**src/rtl/noc_pkg.sv**
```systemverilog
// Shared NoC types for the ejection NIC: flit type encoding, default sizing, head test.
// Latency: n/a (types and constants only).
// Backpressure: n/a.
// Also supplies a default for the FLIT_DATA_WIDTH macro when the build does not set one.
`ifndef FLIT_DATA_WIDTH
`define FLIT_DATA_WIDTH 32
`endif

package noc_pkg;

    typedef enum logic [1:0] {
        BODY      = 2'b00,
        HEAD      = 2'b01,
        TAIL      = 2'b10,
        HEAD_TAIL = 2'b11
    } flit_type_e;

    localparam int NUM_VC   = 4;
    localparam int VC_DEPTH = 4;
    localparam int VC_W     = $clog2(NUM_VC);

    // A flit that opens a packet: HEAD or single-flit HEAD_TAIL.
    function automatic logic is_head(input logic [1:0] t);
        return (t == HEAD) || (t == HEAD_TAIL);
    endfunction

endpackage

```
**src/rtl/nic_eject_if.sv**
```systemverilog
// Router-to-NIC flit/credit signals plus the NIC-to-core flit offer, bundled.
// Latency: n/a (wires only).
// Backpressure: core uses out_flit_ready; router is throttled by returned credits.
// Ports: in_* (router flit), credit_* (to router), out_* (to core), err_overflow.
// master = the ejection NIC, slave = its environment (router + core).
interface nic_eject_if #(
    parameter int VC_W = noc_pkg::VC_W,
    parameter int DW   = `FLIT_DATA_WIDTH
);
    logic            in_flit_valid;
    logic [DW-1:0]   in_flit;
    logic [1:0]      in_flit_type;
    logic [VC_W-1:0] in_vc;
    logic            credit_valid;
    logic [VC_W-1:0] credit_vc;
    logic            out_flit_valid;
    logic [DW-1:0]   out_flit;
    logic [1:0]      out_flit_type;
    logic [VC_W-1:0] out_vc;
    logic            out_flit_ready;
    logic            err_overflow;

    modport master (
        input  in_flit_valid, in_flit, in_flit_type, in_vc, out_flit_ready,
        output credit_valid, credit_vc, out_flit_valid, out_flit, out_flit_type, out_vc,
        err_overflow
    );

    modport slave (
        output in_flit_valid, in_flit, in_flit_type, in_vc, out_flit_ready,
        input  credit_valid, credit_vc, out_flit_valid, out_flit, out_flit_type, out_vc,
        err_overflow
    );
endinterface

```
**src/rtl/nic_vc_fifo.sv**
```systemverilog
// Per-VC flit FIFO with an occupancy counter; front entry readable combinationally.
// Latency: a pushed entry is visible at front_dat the cycle after the push.
// Backpressure: push while full is ignored unless a pop frees the slot the same cycle.
// Ports: clk, reset, push/push_dat, pop, full, empty, front_dat.
module nic_vc_fifo #(
    parameter int WIDTH = 34,
    parameter int DEPTH = 4
) (
    input  logic             clk,
    input  logic             reset,
    input  logic             push,
    input  logic [WIDTH-1:0] push_dat,
    input  logic             pop,
    output logic             full,
    output logic             empty,
    output logic [WIDTH-1:0] front_dat
);
    localparam int AW = $clog2(DEPTH);

    logic [AW-1:0]    wr_ptr_q, wr_ptr_d, rd_ptr_q, rd_ptr_d;
    logic [AW:0]      count_q, count_d;
    logic [WIDTH-1:0] mem [DEPTH];
    logic             push_ok, pop_ok;

    assign full      = (count_q == (AW+1)'(DEPTH));
    assign empty     = (count_q == '0);
    assign front_dat = mem[rd_ptr_q];

    always_comb begin
        pop_ok   = pop && !empty;
        // A simultaneous pop frees the slot, so a full FIFO can still accept.
        push_ok  = push && (!full || pop_ok);
        wr_ptr_d = push_ok ? wr_ptr_q + AW'(1) : wr_ptr_q;
        rd_ptr_d = pop_ok  ? rd_ptr_q + AW'(1) : rd_ptr_q;
        count_d  = count_q + (AW+1)'(push_ok) - (AW+1)'(pop_ok);
    end

    always_ff @(posedge clk) begin
        if (reset) begin
            wr_ptr_q <= '0;
            rd_ptr_q <= '0;
            count_q  <= '0;
        end else begin
            wr_ptr_q <= wr_ptr_d;
            rd_ptr_q <= rd_ptr_d;
            count_q  <= count_d;
        end
    end

    // Storage needs no reset: occupancy alone decides what is valid.
    always_ff @(posedge clk) begin
        if (push_ok) mem[wr_ptr_q] <= push_dat;
    end
endmodule

```
**src/rtl/nic_eject.sv**
```systemverilog
// Ejection NIC: per-VC buffering, packet-locked round-robin delivery to the core, credit return.
// Latency: flit offered >=1 cycle after push (combinational output); credit 1 cycle after pop.
// Backpressure: out_flit_ready stalls the offer in place; router is paced by returned credits.
// Ports: clk, reset (sync, active-high), bus (nic_eject_if.master).
// Optional NIC_EJECT_STATS_EN adds stat_pkt_count / stat_flit_count outputs.
module nic_eject #(
    parameter int NUM_VC   = noc_pkg::NUM_VC,
    parameter int VC_DEPTH = noc_pkg::VC_DEPTH
) (
    input  logic              clk,
    input  logic              reset,
    nic_eject_if.master       bus
`ifdef NIC_EJECT_STATS_EN
    ,
    output logic [31:0]       stat_pkt_count,
    output logic [31:0]       stat_flit_count
`endif
);
    import noc_pkg::is_head;
    import noc_pkg::HEAD;
    import noc_pkg::TAIL;
    import noc_pkg::HEAD_TAIL;

    localparam int VCW = $clog2(NUM_VC);
    localparam int DW  = `FLIT_DATA_WIDTH;
    localparam int FW  = DW + 2;

    localparam logic [0:0] ST_IDLE   = 1'b0;
    localparam logic [0:0] ST_LOCKED = 1'b1;

    logic [FW-1:0]     front_dat [NUM_VC];
    logic [NUM_VC-1:0] full, empty, push_vec, pop_vec;

    logic [0:0]        state_q, state_d;
    logic [VCW-1:0]    lock_vc_q, lock_vc_d, rr_ptr_q, rr_ptr_d;
    logic              credit_valid_q, credit_valid_d;
    logic [VCW-1:0]    credit_vc_q, credit_vc_d;
    logic              err_overflow_q, err_overflow_d;

    logic              sel_vld, pop;
    logic [VCW-1:0]    sel_vc, idx;
    logic [FW-1:0]     sel_dat;
    logic [1:0]        sel_type;

    for (genvar g = 0; g < NUM_VC; g++) begin : g_vc
        nic_vc_fifo #(.WIDTH(FW), .DEPTH(VC_DEPTH)) u_fifo (
            .clk       (clk),
            .reset     (reset),
            .push      (push_vec[g]),
            .push_dat  ({bus.in_flit, bus.in_flit_type}),
            .pop       (pop_vec[g]),
            .full      (full[g]),
            .empty     (empty[g]),
            .front_dat (front_dat[g])
        );
    end

    // Selection: round-robin over head-fronted VCs when idle, the locked VC otherwise.
    always_comb begin
        sel_vld = 1'b0;
        sel_vc  = '0;
        idx     = '0;
        if (state_q == ST_IDLE) begin
            for (int i = 0; i < NUM_VC; i++) begin
                idx = rr_ptr_q + VCW'(i);
                if (!sel_vld && !empty[idx] && is_head(front_dat[idx][1:0])) begin
                    sel_vld = 1'b1;
                    sel_vc  = idx;
                end
            end
        end else begin
            sel_vc  = lock_vc_q;
            sel_vld = !empty[lock_vc_q];
        end
        sel_dat  = front_dat[sel_vc];
        sel_type = sel_dat[1:0];
        pop      = sel_vld && bus.out_flit_ready;
        for (int i = 0; i < NUM_VC; i++) begin
            push_vec[i] = bus.in_flit_valid && (bus.in_vc == VCW'(i));
            pop_vec[i]  = pop && (sel_vc == VCW'(i));
        end
    end

    // Output fields read as zero whenever nothing is offered.
    assign bus.out_flit_valid = sel_vld;
    assign bus.out_vc         = sel_vld ? sel_vc : '0;
    assign bus.out_flit       = sel_vld ? sel_dat[FW-1:2] : '0;
    assign bus.out_flit_type  = sel_vld ? sel_type : '0;
    assign bus.credit_valid   = credit_valid_q;
    assign bus.credit_vc      = credit_vc_q;
    assign bus.err_overflow   = err_overflow_q;

    always_comb begin
        state_d   = state_q;
        lock_vc_d = lock_vc_q;
        rr_ptr_d  = rr_ptr_q;
        if (pop) begin
            if (state_q == ST_IDLE) begin
                // Only HEAD or HEAD_TAIL can be selected while idle.
                if (sel_type == HEAD) begin
                    state_d   = ST_LOCKED;
                    lock_vc_d = sel_vc;
                end else begin
                    rr_ptr_d = sel_vc + VCW'(1);
                end
            end else if (sel_type == TAIL) begin
                state_d  = ST_IDLE;
                rr_ptr_d = lock_vc_q + VCW'(1);
            end
        end
        credit_valid_d = pop;
        credit_vc_d    = pop ? sel_vc : '0;
        // A same-cycle pop of the target VC frees its slot, so that is not an overflow.
        err_overflow_d = err_overflow_q | (|(full & push_vec & ~pop_vec));
    end

    always_ff @(posedge clk) begin
        if (reset) begin
            state_q        <= ST_IDLE;
            lock_vc_q      <= '0;
            rr_ptr_q       <= '0;
            credit_valid_q <= 1'b0;
            credit_vc_q    <= '0;
            err_overflow_q <= 1'b0;
        end else begin
            state_q        <= state_d;
            lock_vc_q      <= lock_vc_d;
            rr_ptr_q       <= rr_ptr_d;
            credit_valid_q <= credit_valid_d;
            credit_vc_q    <= credit_vc_d;
            err_overflow_q <= err_overflow_d;
        end
    end

`ifdef NIC_EJECT_STATS_EN
    logic [31:0] pkt_cnt_q, pkt_cnt_d, flit_cnt_q, flit_cnt_d;

    always_comb begin
        flit_cnt_d = flit_cnt_q + 32'(pop);
        pkt_cnt_d  = pkt_cnt_q + 32'(pop && (sel_type == TAIL || sel_type == HEAD_TAIL));
    end

    always_ff @(posedge clk) begin
        if (reset) begin
            pkt_cnt_q  <= '0;
            flit_cnt_q <= '0;
        end else begin
            pkt_cnt_q  <= pkt_cnt_d;
            flit_cnt_q <= flit_cnt_d;
        end
    end

    assign stat_pkt_count  = pkt_cnt_q;
    assign stat_flit_count = flit_cnt_q;
`endif
endmodule

```
**src/flat_wrapper.sv**
```systemverilog
// flat-port wrapper written by rule: the top's interface ports become plain ports
module nic_eject_flat import noc_pkg::is_head; import noc_pkg::HEAD; import noc_pkg::TAIL; import noc_pkg::HEAD_TAIL;
#(
    parameter int NUM_VC   = noc_pkg::NUM_VC,
    parameter int VC_DEPTH = noc_pkg::VC_DEPTH
)
  (clk, reset, bus_in_flit_valid, bus_in_flit, bus_in_flit_type, bus_in_vc, bus_out_flit_ready, bus_credit_valid, bus_credit_vc, bus_out_flit_valid, bus_out_flit, bus_out_flit_type, bus_out_vc, bus_err_overflow);
  nic_eject_if #(.VC_W(2), .DW((`FLIT_DATA_WIDTH))) bus_i ();
  input  logic clk;
  input  logic reset;
  input wire logic [$bits(bus_i.in_flit_valid)-1:0] bus_in_flit_valid;
  input wire logic [$bits(bus_i.in_flit)-1:0] bus_in_flit;
  input wire logic [$bits(bus_i.in_flit_type)-1:0] bus_in_flit_type;
  input wire logic [$bits(bus_i.in_vc)-1:0] bus_in_vc;
  input wire logic [$bits(bus_i.out_flit_ready)-1:0] bus_out_flit_ready;
  output wire logic [$bits(bus_i.credit_valid)-1:0] bus_credit_valid;
  output wire logic [$bits(bus_i.credit_vc)-1:0] bus_credit_vc;
  output wire logic [$bits(bus_i.out_flit_valid)-1:0] bus_out_flit_valid;
  output wire logic [$bits(bus_i.out_flit)-1:0] bus_out_flit;
  output wire logic [$bits(bus_i.out_flit_type)-1:0] bus_out_flit_type;
  output wire logic [$bits(bus_i.out_vc)-1:0] bus_out_vc;
  output wire logic [$bits(bus_i.err_overflow)-1:0] bus_err_overflow;
  assign bus_i.in_flit_valid = bus_in_flit_valid;
  assign bus_i.in_flit = bus_in_flit;
  assign bus_i.in_flit_type = bus_in_flit_type;
  assign bus_i.in_vc = bus_in_vc;
  assign bus_i.out_flit_ready = bus_out_flit_ready;
  assign bus_credit_valid = bus_i.credit_valid;
  assign bus_credit_vc = bus_i.credit_vc;
  assign bus_out_flit_valid = bus_i.out_flit_valid;
  assign bus_out_flit = bus_i.out_flit;
  assign bus_out_flit_type = bus_i.out_flit_type;
  assign bus_out_vc = bus_i.out_vc;
  assign bus_err_overflow = bus_i.err_overflow;
  nic_eject #(.NUM_VC(NUM_VC), .VC_DEPTH(VC_DEPTH)) u_core (.clk(clk), .reset(reset), .bus(bus_i));
endmodule
```
**config.mk**
```make
export PLATFORM = sky130hd
export DESIGN_NAME = nic_eject_flat
export DESIGN_NICKNAME = d
export VERILOG_FILES = /design/src/rtl/noc_pkg.sv /design/src/rtl/nic_eject_if.sv /design/src/rtl/nic_vc_fifo.sv /design/src/rtl/nic_eject.sv /design/src/flat_wrapper.sv
export SDC_FILE = /design/constraint.sdc
export NUM_CORES = 1
export LEC_CHECK = 0
export ABC_AREA = 0
export BUFFER_PORTS_ARGS = -buffer_cell sky130_fd_sc_hd__buf_2
export CAP_MARGIN = 20
export CORE_MARGIN = 5
export CORE_UTILIZATION = 43
export CTS_CLUSTER_DIAMETER = 120
export DETAILED_ROUTE_END_ITERATION = 7
export HOLD_SLACK_MARGIN = 0.03
export SLEW_MARGIN = 10
export SYNTH_ARGS = -nofsm -noshare
export SYNTH_HDL_FRONTEND = slang
export SYNTH_SLANG_ARGS = --single-unit
export TNS_END_PERCENT = 50
```
**constraint.sdc**
```tcl
create_clock -name clk -period 6.8 [get_ports clk]
set_input_delay 0.68 -clock clk [delete_from_list [all_inputs] [get_ports clk]]
set_output_delay 0.68 -clock clk [all_outputs]
set_load 0.01 [all_outputs]
```
==> results.rst, run 1 <==
.. list-table::
   :header-rows: 1

   * - Metric
     - Value
   * - Status
     - finished, final reports clean
   * - Critical Path Sink Type
     - output port
   * - Fraction of synthesized cell area taken by the top area cell type
     - 0.700
   * - Rows
     - 85
   * - Met2 wire length
     - 24400 microns
   * - Post-Synth XOR/XNOR Area
     - 0.00751
   * - Via density per instance
     - 5.49
   * - First-pass iteration count of the detailed router
     - 5
   * - Number of gates given a new drive strength after cts
     - 0
   * - Max frequency
     - 186 MHz
   * - Crit share post-route
     - 0.791
   * - Max rail drop VDD
     - 0.265 mV
   * - Final-stage net count
     - 1350
   * - GRT Total Usage
     - 0.167
   * - End point of the critical path
     - bus_out_flit_type[0]
   * - Post-synth EDFFs
     - 544
   * - Initial DRC Count
     - 774
   * - Maximum fanout along the worst path
     - 47
   * - Metal-1 WL
     - 21600 microns
   * - Time the final worst path needs with I/O delays and setup
     - 5380 ps
   * - Number of antenna violations at the first check in global routing
     - 0
   * - Wire length of the first global-routing pass
     - 74700 microns
   * - Unrepaired setup endpoints after global routing
     - no
   * - Power per Cell Area
     - 305 nW/um^2
   * - Routed vias
     - 11100
   * - Core outline area
     - 53800 sq um
   * - Die Wd
     - 243 microns
   * - Share of synthesized cell area in full adder, half adder and majority cells
     - 0.0185
   * - Post-synthesis mux area share
     - 0.168
   * - Floorplan die area
     - 59000 sq um
   * - Path depth of the worst reg2reg path
     - 12
   * - Type of the tightest min-delay check
     - in -> reg
   * - Buffer levels on the longest clock path
     - 3
   * - Initial Utilization
     - 0.433
   * - Area share of and/or/nand/nor cells after synthesis
     - 0.0436
   * - Clock slew at the register clock pins of the worst setup and hold paths
     - 60 ps
   * - FFs w/ async S/R, synth
     - 0
   * - Number of diodes
     - 0
   * - Warnings, synthesis
     - 0
   * - Overflow after GRT
     - 0
   * - Final routed wire length divided by cell count
     - 24.3 microns
   * - Cell area after synthesis
     - 23300 sq um
   * - DR WL met3
     - 2220 microns
   * - Total CTS buffers
     - 60
   * - Slew at the pin closest to its max-slew limit
     - 1110 ps
   * - Number of cells produced by synthesis
     - 1170
   * - End of the worst register-to-register path
     - u_core.g_vc[0].u_fifo.mem[3][21]
   * - Height of the die
     - 243 microns
   * - Req. time, crit path
     - 6120 ps
   * - Main combinational cell family by area after synthesis
     - multiplexers
   * - Setup clock skew after layout
     - 23.2 ps
   * - Mean instance size in the synthesized netlist
     - 19.9 sq um
   * - Final Wtd Congestion
     - 0.748
   * - Pin count of the biggest net entering global routing
     - 48
   * - Crit start category
     - register
   * - Number of primary I/O pins
     - 81
   * - H-tree depth reported by CTS
     - 2
   * - TritonCTS clock tree
     - done
   * - Dominant synthesized flop cell
     - sky130_fd_sc_hd__edfxtp_1
   * - # port buffers
     - 80
   * - Worst slew slack as a fraction of its limit
     - 0.263
   * - Total detailed-routing wirelength
     - 49100 microns
   * - Signal arrival time at the worst endpoint
     - 4700 ps
   * - Reg2Reg Setup Slack
     - 1940 ps
   * - Area after detailed placement
     - 24600 sq um
   * - Highest routed layer
     - met4
   * - Design Area, Final
     - 26400 sq um
   * - Quantity of hold-fixing buffers added after cts
     - 0
   * - Buffer count from post-CTS setup fixing
     - 0
   * - Compound-gate portion of the synthesized area
     - 0.00724
   * - CTS Root Buffer Type
     - sky130_fd_sc_hd__clkbuf_16
   * - Distinct cell type count after synthesis
     - 48
   * - Leading cell types by total area after synthesis
     - sky130_fd_sc_hd__edfxtp_1 70%, sky130_fd_sc_hd__mux4_2 13%, sky130_fd_sc_hd__dfxtp_1 3.9%
   * - Remaining antenna violation count after routing
     - 0
   * - Final routed DRC violation total
     - 0
   * - Startpoint of the worst hold path
     - bus_in_flit_valid
   * - Flop and latch count out of synthesis
     - 589
   * - Total clock sinks
     - 589
   * - Count of maximum capacitance violations
     - 0
   * - Total Negative Setup Slacks
     - 0 ps
   * - Half-perimeter wire length of the detailed placement result
     - 27600 microns
   * - Layout fillers
     - 4464
   * - Critical setup path kind
     - reg -> out
   * - Leakage power
     - 0.00857 uW
   * - Final number of max-transition violations
     - 0
   * - Cell type contributing the most total cell area after synthesis
     - sky130_fd_sc_hd__edfxtp_1
   * - Final setup violation count
     - 0
   * - Area growth syn-to-layout
     - 13.3%
   * - Worst-skew pair later-pin latency
     - 620 ps
   * - Number of hold violations in the final report
     - 0
   * - Fraction of layout cells with a size suffix above 1
     - 0.273
   * - Number of global-route vias before repair
     - 11600
   * - Share of the yosys chip area belonging to registers
     - 0.739
   * - Syn nets
     - 1242
[per-layer routing]
metal,vias to the layer above,track usage
li1,4879,-
met1,5877,0.233
met2,264,0.279
met3,71,0.0295
met4,0,0.0364
met5,-,0
[worst min path at each step]
stage / cells after the start / endpoint / slack (ps)
floorplan: 2 / register / 480
global placement: 2 / u_core.bus.err_overflow / 460
detailed placement: 2 / u_core.bus.err_overflow / 460
CTS: 3 / u_core.bus.err_overflow / 300
global route: 3 / u_core.bus.err_overflow / 340
finish: 3 / u_core.bus.err_overflow / 350
[metrics by stage]
step	power (uW)	utilization	std cells	hold WS [ps]	setup WS, ps
final	8070	0.491	2019	346	1420
after global routing	8410	0.491	2019	341	1150
after CTS	8170	0.490	2016	304	1340
after detailed placement	5100	0.456	1909	464	1640
after global placement	5100	0.456	1907	458	1780
after floorplan	4710	-	1170	485	2680
[synthesized netlist by cell type (all sizes together), types with 5 or more instances]
cell and count:
and3 37, buf 21, inv 28, nor2b 9
mux4 138, edfxtp 544, xnor2 15, clkbuf 37
nand2 83, dfxtp 45, and2 23, xor2 5
a21oi 7, mux2i 74, nor2 34, nor3 5
ha 28
[area by class of cell]
cell class | count | area (sq um) | area share
repair buffers | 104 | 628 | 0.0238
flip-flops and latches | 589 | 17200 | 0.653
inverters | 29 | 114 | 0.00431
clock inverters | 29 | 235 | 0.00890
multi-input cells | 494 | 5740 | 0.217
well taps | 696 | 871 | 0.0330
clock buffers | 78 | 1580 | 0.0598
[worst max-delay path: stages, from the launching register on]
cell	delay, ps
sky130_fd_sc_hd__dfxtp_2	310
sky130_fd_sc_hd__buf_4	490
sky130_fd_sc_hd__mux4_2	420
sky130_fd_sc_hd__nand2_1	160
sky130_fd_sc_hd__o32ai_1	150
sky130_fd_sc_hd__o31ai_4	220
sky130_fd_sc_hd__buf_4	430
sky130_fd_sc_hd__buf_4	860
sky130_fd_sc_hd__mux2i_1	450
sky130_fd_sc_hd__mux2i_4	180
sky130_fd_sc_hd__and2_1	200
sky130_fd_sc_hd__buf_2	140
[power breakdown]
| part | internal (uW) | total [uW] | switching [uW] | leakage (uW) |
|---|---|---|---|---|
| clock | 1740 | 3050 | 1310 | 0.000892 |
| combinational | 360 | 951 | 591 | 0.00239 |
| sequential | 4030 | 4060 | 33.9 | 0.00528 |
[layout by cell type (no fill, tap or decap), drive strengths merged, types with 3 or more instances in the layout]
master	n
bufinv	3
nor2	34
nor2b	9
dfxtp	45
clkinv	25
nor3	5
inv	30
and3	37
ha	28
edfxtp	544
buf	104
xnor2	15
a21oi	7
or3	4
clkbuf	78
mux2	3
mux2i	74
and2	23
fa	4
nand2	83
mux4	138
xor2	5
[cell families after synthesis]
logic type | after synthesis
fa+ha+maj | 32
flops | 589
buf+inv | 87
xor+xnor | 20
simple gates | 205
mux | 215
compound gates | 22
[registers in the layout (all words and copies together) (netlist names), named ones only]
name / count
u_core.g_vc.u_fifo.wr_ptr_q: 8
u_core.state_q: 1
u_core.g_vc.u_fifo.rd_ptr_q: 8
u_core.rr_ptr_q: 2
u_core.bus.credit_vc: 2
u_core.bus.err_overflow: 1
u_core.lock_vc_q: 2
u_core.g_vc.u_fifo.mem: 544
u_core.bus.credit_valid: 1
u_core.g_vc.u_fifo.count_q: 12
Note: power is estimated with default switching activity, not from simulation.
==> inputs of run 2 (changes only) <==
--- a/config.mk
+++ b/config.mk
@@ -5,7 +5,7 @@
 export SDC_FILE = /design/constraint.sdc
 export NUM_CORES = 1
 export LEC_CHECK = 0
-export ABC_AREA = 0
+export ABC_AREA = 1
 export BUFFER_PORTS_ARGS = -buffer_cell sky130_fd_sc_hd__buf_2
 export CAP_MARGIN = 20
 export CORE_MARGIN = 5
==> constraint.sdc (replaced) <==
create_clock -name clk -period 5.1 [get_ports clk]
set_input_delay 0.51 -clock clk [delete_from_list [all_inputs] [get_ports clk]]
set_output_delay 0.51 -clock clk [all_outputs]
set_load 0.01 [all_outputs]
==> run 2 against run 1 <==
Net effect: critical path depth rose by 7; flip-flop and latch count did not move; register-to-register slack got worse by 1100 ps; area after synthesis rose by 2.6%; final cell count rose by 38%; sequential power rose by 34%; first-iteration DRC count rose by 92%; hold slack got worse by 140 ps; power rose by 57%; global-route usage rose by 3.9 points; critical endpoint is now bus_out_flit[17].
==> results.rst, run 2 <==
.. list-table::
   :header-rows: 1

   * - Metric
     - Value
   * - Time the final worst path needs with I/O delays and setup
     - 4610 ps
   * - Mean instance size in the synthesized netlist
     - 12.4 sq um
   * - Largest regs
     - u_core.g_vc.u_fifo.mem (544), u_core.g_vc.u_fifo.count_q (12)
   * - Number of hold violations in the final report
     - 0
   * - Syn nets
     - 2000
   * - Library cell appearing most often on the critical path
     - sky130_fd_sc_hd__nand2_1
   * - Die Wd
     - 246 microns
   * - Maximum fanout along the worst path
     - 36
   * - Initial Utilization
     - 0.435
   * - Footprint of the multi-input gates
     - 6010 sq um
   * - Final setup violation count
     - 0
   * - Total Negative Setup Slacks
     - 0 ps
   * - Type of the tightest min-delay check
     - in -> reg
   * - Final Wtd Congestion
     - 0.865
   * - Capture endpoint of the worst hold path
     - u_core.bus.credit_valid
   * - Max FFs per register
     - 544
   * - Total CTS buffers
     - 59
   * - GRT Total Usage
     - 0.206
   * - Rows
     - 86
   * - First-pass iteration count of the detailed router
     - 7
   * - Status
     - finished, final reports clean
   * - Via density per instance
     - 5.60
   * - H-tree depth reported by CTS
     - 2
   * - Pin count of the biggest net entering global routing
     - 67
   * - Layout fillers
     - 4744
   * - Total clock sinks
     - 589
   * - Max rail drop VDD
     - 0.289 mV
   * - Path depth of the worst reg2reg path
     - 23
   * - Final standard cell count with taps included and fillers excluded
     - 2794
   * - FFs w/ async S/R, synth
     - 0
   * - Clock slew at the register clock pins of the worst setup and hold paths
     - 60 ps
   * - Power per Cell Area
     - 465 nW/um^2
   * - Most frequent cells after synthesis
     - 544 x sky130_fd_sc_hd__edfxtp_1, 313 x sky130_fd_sc_hd__nor2_1, 206 x sky130_fd_sc_hd__nand2_1
   * - Slew at the pin closest to its max-slew limit
     - 890 ps
   * - Critical path, cell by cell
     - inv_2 > nand2_1 > nand3_1 > nand3_1 > nand2_1 > nand2_1 > o21ai_1 > nand3_2 > nand2_1 > nand2_1 > nand2_2 > nand2_4 > inv_2 > buf_6 > a221oi_1 > a211oi_1 > nor2_1 > buf_2
   * - Critical setup path kind
     - reg -> out
   * - Highest-delay cell along the critical path
     - sky130_fd_sc_hd__dfxtp_4
   * - Quantity of hold-fixing buffers added after cts
     - 0
   * - Count of maximum capacitance violations
     - 0
   * - Total detailed-routing wirelength
     - 63300 microns
   * - Number of primary I/O pins
     - 81
   * - Crit share post-route
     - 0.904
   * - Warnings, synthesis
     - 0
   * - Number of cells produced by synthesis
     - 1928
   * - Cell type contributing the most total cell area after synthesis
     - sky130_fd_sc_hd__edfxtp_1
   * - Commonest cells after routing, fill and taps aside
     - 544 x sky130_fd_sc_hd__edfxtp_1, 297 x sky130_fd_sc_hd__nor2_1, 206 x sky130_fd_sc_hd__nand2_1
   * - Dominant synthesized flop cell
     - sky130_fd_sc_hd__edfxtp_1
   * - Reg2Reg Setup Slack
     - 830 ps
   * - Routed vias
     - 15700
   * - Max frequency
     - 217 MHz
   * - Core outline area
     - 55100 sq um
   * - Buffer levels on the longest clock path
     - 3
   * - Critical Path Sink Type
     - output port
   * - CTS Root Buffer Type
     - sky130_fd_sc_hd__clkbuf_16
   * - Most numerous cell in the Yosys netlist
     - sky130_fd_sc_hd__edfxtp_1
   * - Final-stage net count
     - 2073
   * - Remaining antenna violation count after routing
     - 0
   * - Number of cells on the worst hold path
     - 3
   * - Flip-flop and latch area
     - 17200 sq um
   * - Design Area, Final
     - 27200 sq um
   * - Post-route worst hold slack
     - 207 ps
   * - Post-synth EDFFs
     - 544
   * - Floorplan die area
     - 60500 sq um
   * - Final routed wire length divided by cell count
     - 22.7 microns
   * - Wire length of the first global-routing pass
     - 94600 microns
   * - Area after detailed placement
     - 25300 sq um
   * - Startpoint of the worst hold path
     - bus_out_flit_ready
   * - Initial DRC Count
     - 1488
   * - Cell area after synthesis
     - 23900 sq um
   * - Final routed DRC violation total
     - 0
   * - Number of antenna violations at the first check in global routing
     - 3
   * - Fraction of layout cells with a size suffix above 1
     - 0.134
   * - Worst slew slack as a fraction of its limit
     - 0.407
   * - Unrepaired setup endpoints after global routing
     - no
   * - # port buffers
     - 80
   * - Area growth syn-to-layout
     - 13.7%
   * - End of the worst register-to-register path
     - u_core.g_vc[3].u_fifo.count_q[2]
   * - Worst-skew pair later-pin latency
     - 630 ps
   * - Total instance count after detailed placement
     - 2688
   * - Crit start category
     - register
   * - Share of the yosys chip area belonging to registers
     - 0.720
   * - Register name with the most flops
     - u_core.g_vc.u_fifo.mem
   * - Overall power
     - 12700 uW
   * - Overflow after GRT
     - 0
   * - Height of the die
     - 246 microns
   * - Signal arrival time at the worst endpoint
     - 4100 ps
   * - Largest stage delay on the critical path
     - 430 ps
   * - TritonCTS clock tree
     - done
   * - Fraction of synthesized cell area taken by the top area cell type
     - 0.682
   * - Flop and latch count out of synthesis
     - 589
   * - Setup clock skew after layout
     - 40.7 ps
   * - Req. time, crit path
     - 4590 ps
   * - Most common library cell in the layout ignoring fill and taps
     - sky130_fd_sc_hd__edfxtp_1
   * - Distinct cell type count after synthesis
     - 42
   * - Leakage power
     - 0.00941 uW
   * - Final number of max-transition violations
     - 0
   * - Number of global-route vias before repair
     - 15300
   * - Half-perimeter wire length of the detailed placement result
     - 35700 microns
   * - Leading cell types by total area after synthesis
     - sky130_fd_sc_hd__edfxtp_1 68%, sky130_fd_sc_hd__nor2_1 4.9%, sky130_fd_sc_hd__o21ai_0 4.2%
## run 2: changes by cell type in the layout (fill, tap and decap cells not counted), moves of 70 or more
cell,before,now
sky130_fd_sc_hd__nor2_1,34,297
sky130_fd_sc_hd__nand2_1,83,206
sky130_fd_sc_hd__a21oi_1,7,139
sky130_fd_sc_hd__mux2i_1,70,0
sky130_fd_sc_hd__o22ai_1,1,86
sky130_fd_sc_hd__mux4_2,138,0
sky130_fd_sc_hd__o21ai_0,0,202
## run 2: area by class of cell
class	count	area share
Timing Repair Buffer	124	0.0300
Tap cell	748	0.0344
Antenna cell	1	0.0000919
Sequential cell	589	0.634
Inverter	82	0.0114
Clock inverter	33	0.0137
Clock buffer	72	0.0560
Multi-Input combinational cell	1145	0.221
## run 2: worst max-delay path, delay by kind of cell, from the launching register on
| family | cells | cell delay [ps] |
|---|---|---|
| buf+inv | 4 | 1070 |
| compound gates | 3 | 750 |
| flops | 1 | 430 |
| simple gates | 11 | 1180 |
## run 2: layer usage
metal  track usage  vias up  wire length [microns]
met5             0        -                     19
met4        0.0497        4                   1230
met3        0.0376       84                   4510
met2         0.341      612                  30300
met1         0.285     7782                  27300
li1              -     7170                      -
## run 2: worst max-delay path by stage
stage | end | start | slack, ps | cells after the start
6_report | bus_out_flit[17] | register | 490 | 18
5_1_grt | bus_out_flit[5] | register | 180 | 19
4_1_cts | bus_out_flit[25] | register | 240 | 20
3_5_place_dp | u_core.g_vc[3].u_fifo.count_q[2] | register | 760 | 24
3_3_place_gp | u_core.g_vc[1].u_fifo.count_q[2] | register | 880 | 25
2_1_floorplan | u_core.g_vc[1].u_fifo.mem[0][0] | u_core.rr_ptr_q[0] | 910 | 21
## run 2: where the power goes
part           leakage (uW)  total [uW]  switching [uW]  internal, uW
logic               0.00321        2920            2080           835
registers           0.00528        5440            52.5          5380
clock network      0.000920        4300            1780          2520
## run 2: cell families after synthesis
| family | after synthesis | share of synthesized area |
|---|---|---|
| DFF | 589 | 0.720 |
| AOI/OAI and AO/OA | 514 | 0.126 |
| and+or+nand+nor | 594 | 0.100 |
| buffers and inverters | 194 | 0.0341 |
| xor gates and xnor gates | 5 | 0.00183 |
| adders and majority gates | 32 | 0.0180 |
## run 2: through the flow
step / setup slack, ps / util
floorplan: 909 / -
global placement: 883 / 0.459
detailed placement: 759 / 0.459
CTS: 243 / 0.494
global route: 184 / 0.494
finish: 488 / 0.494
## run 2: what timing repair did
item,CTS,global route
setup buffers,0,0
hold endpoints to repair,0,0
setup endpoints to repair,0,21
gates resized for setup,0,4
